===== src/rtl/rom_reader_pkg.sv =====
// Shared constants and FSM state encoding for the rom_reader frame streamer.
package rom_reader_pkg;

  localparam int ADDR_W_DEF = 4;
  localparam int DATA_W_DEF = 8;

  localparam logic [7:0] FRAME_HDR = 8'h5A;
  localparam logic [7:0] FRAME_TRL = 8'h6B;

  typedef enum logic [1:0] {
    S_IDLE  = 2'd0,
    S_RUN   = 2'd1,
    S_DRAIN = 2'd2,
    S_DONE  = 2'd3
  } state_e;

endpackage


===== src/rtl/rom_reader_skid.sv =====
// Two-entry in-order output FIFO carrying a data word plus its last flag.
module rom_reader_skid #(
  parameter int DATA_W = 8
) (
  input  logic              clk,
  input  logic              rst,
  input  logic              push,
  input  logic [DATA_W-1:0] push_data,
  input  logic              push_last,
  input  logic              pop,
  output logic [DATA_W-1:0] head_data,
  output logic              head_last,
  output logic              head_vld,
  output logic [1:0]        occ
);

  logic [1:0][DATA_W-1:0] ent_data;
  logic [1:0]             ent_last;
  logic [1:0]             cnt;

  // Entry 0 is always the head; a pop shifts entry 1 down.
  always_ff @(posedge clk or posedge rst) begin
    if (rst) begin
      ent_data <= '0;
      ent_last <= '0;
      cnt      <= '0;
    end else begin
      case ({push, pop})
        2'b10: begin
          ent_data[cnt[0]] <= push_data;
          ent_last[cnt[0]] <= push_last;
          cnt              <= cnt + 2'd1;
        end
        2'b01: begin
          ent_data[0] <= ent_data[1];
          ent_last[0] <= ent_last[1];
          cnt         <= cnt - 2'd1;
        end
        2'b11: begin
          if (cnt == 2'd1) begin
            ent_data[0] <= push_data;
            ent_last[0] <= push_last;
          end else begin
            ent_data[0] <= ent_data[1];
            ent_last[0] <= ent_last[1];
            ent_data[1] <= push_data;
            ent_last[1] <= push_last;
          end
        end
        default: ;
      endcase
    end
  end

  assign head_data = ent_data[0];
  assign head_last = ent_last[0];
  assign head_vld  = (cnt != 2'd0);
  assign occ       = cnt;

endmodule


===== src/rtl/rom_reader.sv =====
// Streams one 2**ADDR_W-word frame from a registered-output ROM into a
// valid/ready sink. Optional header/trailer check: ROM_READER_FRAME_CHECK_EN.
module rom_reader
  import rom_reader_pkg::*;
#(
  parameter int ADDR_W = ADDR_W_DEF,
  parameter int DATA_W = DATA_W_DEF
) (
  input  logic              clk,
  input  logic              rst,
  input  logic              start,
  output logic [ADDR_W-1:0] rom_addr,
  input  logic [DATA_W-1:0] rom_data,
  output logic [DATA_W-1:0] out_data,
  output logic              out_valid,
  input  logic              out_ready,
  output logic              out_last,
  output logic              busy,
`ifdef ROM_READER_FRAME_CHECK_EN
  output logic              frame_err,
`endif
  output logic              done
);

  localparam logic [ADDR_W-1:0] LAST_ADDR = '1;

  state_e            state;
  logic              pend_a;   // rom_addr holds a fresh address the ROM samples next edge
  logic              rd_vld;   // rom_data holds a word not yet pushed
  logic [ADDR_W-1:0] rd_addr;
  logic              push, pop, rdv_n, issue, drained, buf_last, rd_last;
  logic [1:0]        occ;
  logic [2:0]        occ_n, credit;
  logic [ADDR_W-1:0] addr_inc;

  assign pop      = out_valid & out_ready;
  assign push     = rd_vld & ((occ != 2'd2) | pop);
  assign occ_n    = {1'b0, occ} + {2'b0, push} - {2'b0, pop};
  assign rdv_n    = pend_a | (rd_vld & ~push);
  assign rd_last  = (rd_addr == LAST_ADDR);
  assign addr_inc = rom_addr + ADDR_W'(1);
  assign drained  = (occ_n == 3'd0) & ~rdv_n;

  // While the address is held, the ROM keeps returning the same word, so the
  // ROM output register acts as a third slot when the sink is flowing. With
  // the sink stalled only the two buffer entries are reserved.
  assign credit = occ_n + {2'b0, rdv_n} + {2'b0, ~out_ready};
  assign issue  = (state == S_RUN) & (credit < 3'd3);

  always_ff @(posedge clk or posedge rst) begin
    if (rst) begin
      state    <= S_IDLE;
      rom_addr <= '0;
      pend_a   <= 1'b0;
      rd_vld   <= 1'b0;
      rd_addr  <= '0;
    end else begin
      pend_a <= issue | ((state == S_IDLE) & start);
      rd_vld <= rdv_n;
      if (pend_a) rd_addr <= rom_addr;
      case (state)
        S_IDLE: if (start) begin
          state    <= S_RUN;
          rom_addr <= '0;
        end
        S_RUN: if (issue) begin
          rom_addr <= addr_inc;
          if (addr_inc == LAST_ADDR) state <= S_DRAIN;
        end
        S_DRAIN: if (drained) state <= S_DONE;
        S_DONE:  state <= S_IDLE;
        default: state <= S_IDLE;
      endcase
    end
  end

  rom_reader_skid #(.DATA_W(DATA_W)) u_skid (
    .clk       (clk),
    .rst       (rst),
    .push      (push),
    .push_data (rom_data),
    .push_last (rd_last),
    .pop       (pop),
    .head_data (out_data),
    .head_last (buf_last),
    .head_vld  (out_valid),
    .occ       (occ)
  );

  assign out_last = out_valid & buf_last;
  assign busy     = (state != S_IDLE);
  assign done     = (state == S_DONE);

`ifdef ROM_READER_FRAME_CHECK_EN
  always_ff @(posedge clk or posedge rst) begin
    if (rst) begin
      frame_err <= 1'b0;
    end else if ((state == S_IDLE) & start) begin
      frame_err <= 1'b0;
    end else if (push & (((rd_addr == '0) & (rom_data != DATA_W'(FRAME_HDR))) |
                         (rd_last & (rom_data != DATA_W'(FRAME_TRL))))) begin
      frame_err <= 1'b1;
    end
  end
`endif

endmodule


===== config.mk =====
export PLATFORM = sky130hd
export DESIGN_NAME = rom_reader
export DESIGN_NICKNAME = d
export VERILOG_FILES = /design/src/rtl/rom_reader_pkg.sv /design/src/rtl/rom_reader_skid.sv /design/src/rtl/rom_reader.sv
export SDC_FILE = /design/constraint.sdc
export NUM_CORES = 1
export LEC_CHECK = 0
export ABC_AREA = 1
export CORE_AREA = 5 5 69 71
export DETAILED_ROUTE_END_ITERATION = 8
export DIE_AREA = 0 0 74 76
export GPL_TIMING_DRIVEN = 0
export PLACE_DENSITY = 0.78
export SETUP_SLACK_MARGIN = 0.1
export SLEW_MARGIN = 0
export SYNTH_ARGS = -nofsm -noshare
export SYNTH_HDL_FRONTEND = slang
export SYNTH_SLANG_ARGS = --single-unit

===== constraint.sdc =====
create_clock -name clk -period 3.1 [get_ports clk]
set_input_delay 0.775 -clock clk [delete_from_list [all_inputs] [get_ports clk]]
set_output_delay 0.775 -clock clk [all_outputs]
set_load 0.02 [all_outputs]

==> impl_metrics.toml, run 1 <==
[status]
status = "complete, no violations"

[detailed_routing]
ant_nets = 0
vias = 1526
drt_iter0_drc = 78
wl_um = 3829
drc_errors = 0
via_per_inst = 4.875
dr.pass1.iters = 4
avgRoutedWirePerCell_um = 12.23

[global_route]
grt_max_degree = 33
grt_use_total = 0.1419
grt_pass1_vias = 1455
grt_overflow_total = 0
grt_antenna_before_repair = 0
grt_pass1_wl_um = 6382

[worst_hold_path]
worstHoldEndpoint = "rd_addr[1]"
min_from = "pend_a"
hold_depth = 2
holdCritPathClass = "reg2reg"

[synth]
synth_seq_cells = 32
syn_avg_cell_area_um2 = 8.868
synthesis.area_mm2 = 0.001924
syn_inst = 217
synth.net_count = 244
ys_seq_area_frac = 0.4161
synth_warnings = 0
synth_cell_type_count = 26

[clocking]
cts_buffer_depth = 2
cts-root-buf = "clkbuf_8"
cts.sinks = 32
cts_max_level = 2
cts_tree = "built"
clkTransAtPathRegs_ps = 70
insertion_delay_ps = 290
cts_made_buffers = 5

[timing]
slew_violations = 0
rsz0062_at_grt = "no"
min_period_ps = 2852
hold_ws_ps = 482.7
fmaxAchievable_mhz = 350.7
setup_viol = 0
fin_crit_sh = 0.9199
tns_ps = 0
max_slew_margin = 0.7634
final_hold_viol_count = 0
skew_ps = 4.261
setup_slack_ps = 248.2
tightest_slew_ps = 354.9

[final_layout]
drive_gt1_frac = 0.2797
finalNetCount = 287
multi_input_area_um2 = 955.9
syn2layout_area_growth_pct = 30.75
final_cells = 313
regArea_um2 = 802.0
diodes = 0
nFillCells = 378

[worst_setup_path]
ff2ff_path_depth = 19
worst-path-max-fanout = 5
crit_family = "adder cells"
start_kind = "register"
setup.worst_path.end_class = "register"
cp.depth = 19
ff2ff_setup_slack_ps = 250
path_common_cell = "nand2_2"
crit_buf_inv = 6
cpMaxStageDelayCell = "fa_1"
r2r_start = "u_skid.occ[1]"
crit_type = "reg2reg"
worstReg2RegEnd = "rom_addr[1]"
crit_chain = "inv_4 > ha_4 > nor2_4 > buf_6 > ha_1 > inv_1 > ha_2 > inv_2 > fa_1 > inv_2 > ha_1 > nand2_1 > nand3_2 > nand2_2 > nand2_4 > inv_4 > nand2_4 > nand2_2 > nand2_2"
max_stage_delay_ps = 520
cp_data_arrival_time_ps = 3030
worstPathRequired_ps = 3280

[power_and_ir_drop]
leakage_nw = 1.236
finalPower_w = 0.002860
switching_share = 0.4222
power_frac_seq = 0.258
power.internal_w = 0.001652
ir_drop_mv = 0.6441
switching_power_w = 0.001207
comb_power_share = 0.589
pwr_density_cell_mw_per_mm2 = 1136
p_clk_frac = 0.154

[flow_run]
cap_viol_max_count = 0

[floorplanning]
num_rows = 24
die_x_um = 74
die_h_um = 76
die_area_mm2 = 0.005624
initial_core_util = 0.4610
core_mm2 = 0.004174
io_pins = 28

[placed_design]
placed_cells = 296
hpwl_um = 2715
port_buffers = 27
dp_slack_ps = -718.6
routabilityCongestion = 0.7782
-- synthesized netlist by cell type --
library cell / number / area (um^2)
nand4_1: 2 / 12.51
inv_2: 4 / 15.01
a22oi_1: 1 / 7.510
a21oi_4: 1 / 16.27
nor2_1: 5 / 18.77
nand2_4: 1 / 11.26
dfrtp_1: 32 / 800.8
nand2_1: 50 / 187.7
buf_2: 1 / 5.000
nand3_4: 1 / 17.52
nor2_2: 1 / 6.260
nand3b_1: 2 / 15.01
o21bai_1: 3 / 22.52
fa_1: 2 / 40.04
o21ai_2: 11 / 96.34
inv_1: 31 / 116.4
nand2_2: 5 / 31.28
ha_1: 13 / 162.7
nor2_4: 1 / 11.26
buf_4: 8 / 60.06
nand3_1: 17 / 85.08
a21oi_1: 1 / 5.000
buf_6: 1 / 11.26
xor2_1: 1 / 8.760
mux2_2: 8 / 90.09
o21ai_0: 14 / 70.07
-- cells by family (layout without fill, tap and decap cells) --
group,Yosys count,after routing,share of synthesized area
buffers and inverters,45,89,0.1079
muxes,8,8,0.04682
adders and majority gates,15,15,0.1053
xor gates and xnor gates,1,1,0.004552
AOI/OAI and AO/OA,31,31,0.1131
DFF,32,32,0.4161
and+or+nand+nor,85,85,0.2061
-- power by group through the flow --
| stage | Combinational [W] | Sequential [W] | Clock (W) |
|---|---|---|---|
| CTS | 0.00155 | 0.000735 | 0.000449 |
| global placement | 0.00146 | 0.000729 | 0 |
| finish | 0.00168 | 0.000737 | 0.000439 |
| detailed placement | 0.00152 | 0.000740 | 0 |
| floorplan | 0.00111 | 0.000726 | 0 |
| global route | 0.00189 | 0.000762 | 0.000464 |
-- worst max-delay path by stage --
stage | slack [ps] | start | to
after floorplan | 110 | out_ready | rom_addr[1]
after global placement | -650 | out_ready | rom_addr[2]
after detailed placement | -720 | out_ready | rom_addr[1]
after CTS | 110 | u_skid.occ[1] | rom_addr[1]
after global routing | 80 | u_skid.occ[1] | rom_addr[1]
final | 250 | u_skid.occ[1] | rom_addr[1]
-- what timing repair did --
item                       CTS  global route
setup buffers                2             6
pin swaps                    1             8
gates resized for setup      8            14
hold buffers                 0             0
setup endpoints to repair    7             6
-- flip-flops by register name (all words and copies together), names as in the netlist --
| register | count |
|---|---|
| u_skid.occ | 2 |
| u_skid.head_data | 8 |
| rd_addr | 4 |
| u_skid.ent_data | 8 |
| u_skid.ent_last | 2 |
| rom_addr | 4 |
| rd_vld | 1 |
| state | 2 |
| pend_a | 1 |
-- final cells by class --
class                   count  share of cell area
clock inverters             1             0.01193
multi-input cells         140              0.3799
well taps                  52             0.02586
repair buffers             36              0.1372
flip-flops and latches     32              0.3187
clock buffers               7             0.03829
inverters                  35             0.05520
plain buffers              10             0.03282
-- routing by layer --
metal  up-vias  track usage  share of wire
met2        34       0.2340           0.49
met4         0      0.03804         0.0089
li1        766            -              -
met1       723       0.1782           0.44
met3         3      0.04222          0.056
met5         -            0              0
-- placed cells by master, fill, tap and decap left out, types with 2 or more instances in the layout --
cell,count
nand3_1,16
nand4_1,2
ha_1,11
clkdlybuf4s50_1,26
inv_4,3
inv_1,26
clkbuf_8,7
o21ai_2,11
nand2_4,3
nor2_1,5
fa_1,2
nand3b_1,2
nand2_2,7
o21ai_0,14
o21bai_1,3
dfrtp_1,31
buf_4,16
mux2_2,8
inv_2,5
nand2_1,46
buf_6,2
-- worst min-delay path: stages, from the launching register on --
cell and delay (ps):
dfrtp_1 340, nand2_1 50, nand2_1 60
-- stage by stage --
stage            util  instance area [um^2]
4_1_cts        0.5785                  2415
6_report       0.6028                  2516
3_3_place_gp   0.5429                  2266
3_5_place_dp   0.5429                  2266
5_1_grt        0.6028                  2516
2_1_floorplan       -                  1931
No activity file was read; power rests on OpenSTA's default activity.
==> inputs of run 2 (changes only) <==
Settings changed: SETUP_SLACK_MARGIN 0.1 to 0.3.
==> run 2 against run 1 <==
Effect of this change:
- non-clock buffer count increased by 2
- combinational power rose by 13%
- sequential power fell by 0.5%
- clock skew rose by 5.4 ps
- sequential share of layout area is 0.80 points lower
- clock-buffer cell count down 2
- first-iteration DRC count is 3.8% lower
- global-route usage is 0.44 points lower
- cell count is 0.64% higher
- flip-flop and latch count stayed put
==> impl_metrics.toml, run 2 (synthesis gave the netlist of run 1 again) <==
[status]
status = "complete, no violations"

[clocking]
clkTransAtPathRegs_ps = 70
cts.sinks = 32
cts_buffer_depth = 2
cts_max_level = 2
cts_tree = "built"
cts_made_buffers = 5
insertion_delay_ps = 290
cts-root-buf = "clkbuf_8"

[power_and_ir_drop]
switching_share = 0.4296
power.internal_w = 0.001727
comb_power_share = 0.626
switching_power_w = 0.001300
power_frac_seq = 0.242
ir_drop_mv = 0.7411
p_clk_frac = 0.132
leakage_nw = 1.245
pwr_density_cell_mw_per_mm2 = 1173

[final_layout]
finalNetCount = 289
final_area_mm2 = 0.002581
syn2layout_area_growth_pct = 34.14
post-route-util = 0.6184
final_cell_mix = "nand2_1, dfrtp_1, clkdlybuf4s50_1"
drive_gt1_frac = 0.3156
final_common_cell = "nand2_1"
diodes = 0

[floorplanning]
initial_core_util = 0.4610
core_mm2 = 0.004174
io_pins = 28
die_h_um = 76
die_x_um = 74
die_area_mm2 = 0.005624
num_rows = 24

[placed_design]
routabilityCongestion = 0.7570
dpl_cell_area_mm2 = 0.002306
hpwl_um = 2656
port_buffers = 27

[global_route]
grt_use_total = 0.1375
grt_antenna_before_repair = 0
grt_overflow_total = 0
grt_pass1_vias = 1480
grt_max_degree = 33
grt_pass1_wl_um = 6223

[timing]
tightest_slew_ps = 345.3
slew_violations = 0
fmaxAchievable_mhz = 365.3
min_period_ps = 2737
rsz0062_at_grt = "yes"
max_slew_margin = 0.7698
skew_ps = 9.671
setup_viol = 0
final_hold_viol_count = 0
fin_crit_sh = 0.8830

[worst_setup_path]
crit_type = "in2reg"
max_stage_delay_ps = 520
worst-path-max-fanout = 5
start_kind = "primary input"
cp_data_arrival_time_ps = 2910
crit_chain = "buf_4 > inv_12 > nor2_4 > buf_6 > ha_4 > inv_2 > ha_4 > inv_2 > fa_1 > inv_2 > ha_4 > nand2_2 > nand3_2 > nand2_2 > nand2_4 > inv_4 > nand2_4 > nand2_2 > nand2_1"
worstPathRequired_ps = 3270
setup.worst_path.end_class = "register"
cpMaxStageDelayCell = "fa_1"

[detailed_routing]
dr.pass1.iters = 4
drt_iter0_drc = 75
ant_nets = 0
wl_um = 3945
via_per_inst = 4.841
avgRoutedWirePerCell_um = 12.52
drc_errors = 0
vias = 1525

[flow_run]
cap_viol_max_count = 0

[worst_hold_path]
holdCritPathClass = "reg2reg"
## run 2: changes by cell type in the layout (fill, tap and decap cells not counted), moves of 2 or more
cell	before	now
nand2_2	7	9
ha_1	11	9
buf_4	16	19
inv_1	26	24
nand2_1	46	44
nand3_1	16	14
clkbuf_8	7	5
ha_4	1	4
nand3_2	1	3
## run 2: area by class of cell
| class | count | area [um^2] |
|---|---|---|
| repair buffers | 38 | 362.8 |
| multi-input cells | 140 | 1006 |
| clock buffers | 5 | 68.82 |
| plain buffers | 10 | 82.58 |
| inverters | 35 | 151.4 |
| flip-flops and latches | 32 | 802.0 |
| fillers | 344 | 1593 |
| well taps | 52 | 65.06 |
| clock inverters | 3 | 42.54 |
## run 2: power groups by stage
stage / Combinational, W / Sequential, W / Clock [W]
floorplan: 0.00115 / 0.000726 / 0
global placement: 0.00151 / 0.000732 / 0
detailed placement: 0.00156 / 0.000738 / 0
CTS: 0.00167 / 0.000730 / 0.000401
global route: 0.00208 / 0.000755 / 0.000427
finish: 0.00190 / 0.000733 / 0.000398
## run 2: worst paths after layout
path	depth (start not counted)	from	slack, ps	to
worst max-delay path	19	out_ready	360	rom_addr[2]
worst min-delay path	2	pend_a	470	rd_addr[1]
worst max register to register	19	u_skid.occ[0]	380	rom_addr[2]
worst min register to register	2	pend_a	470	rd_addr[1]
max in group asynchronous	3	rst	2000	u_skid.head_data[7]
min in group asynchronous	2	rst	700	state[1]
## run 2: per-layer routing
layer  GRT usage  wire, um
met1      0.1759      1720
met4     0.03804        56
met3     0.03166       196
met5           0         0
met2      0.2287      1972
## run 2: stage by stage
stage	TNS, ps	instances	setup slack (ps)	hold slack, ps	total power (W)
after floorplan	0	217	189.4	442.2	0.001879
after CTS	0	310	319.4	475.3	0.002798
after global routing	0	315	250.4	488.4	0.003259
after global placement	-4066	296	-660.3	452.9	0.002244
after detailed placement	-4476	296	-717.7	459.6	0.002300
final	0	315	362.6	473.1	0.003027
## run 2: worst max-delay path, delay by kind of cell
| kind | cells | cell delay, ps |
|---|---|---|
| adders and majority gates | 4 | 1030 |
| and+or+nand+nor | 8 | 590 |
| buffers and inverters | 7 | 520 |
## run 2: repair_timing
action	CTS	global route
hold buffers	0	0
endpoints found under the setup margin	7	6
pin swaps	7	5
resized for setup	13	14
setup buffers	6	4
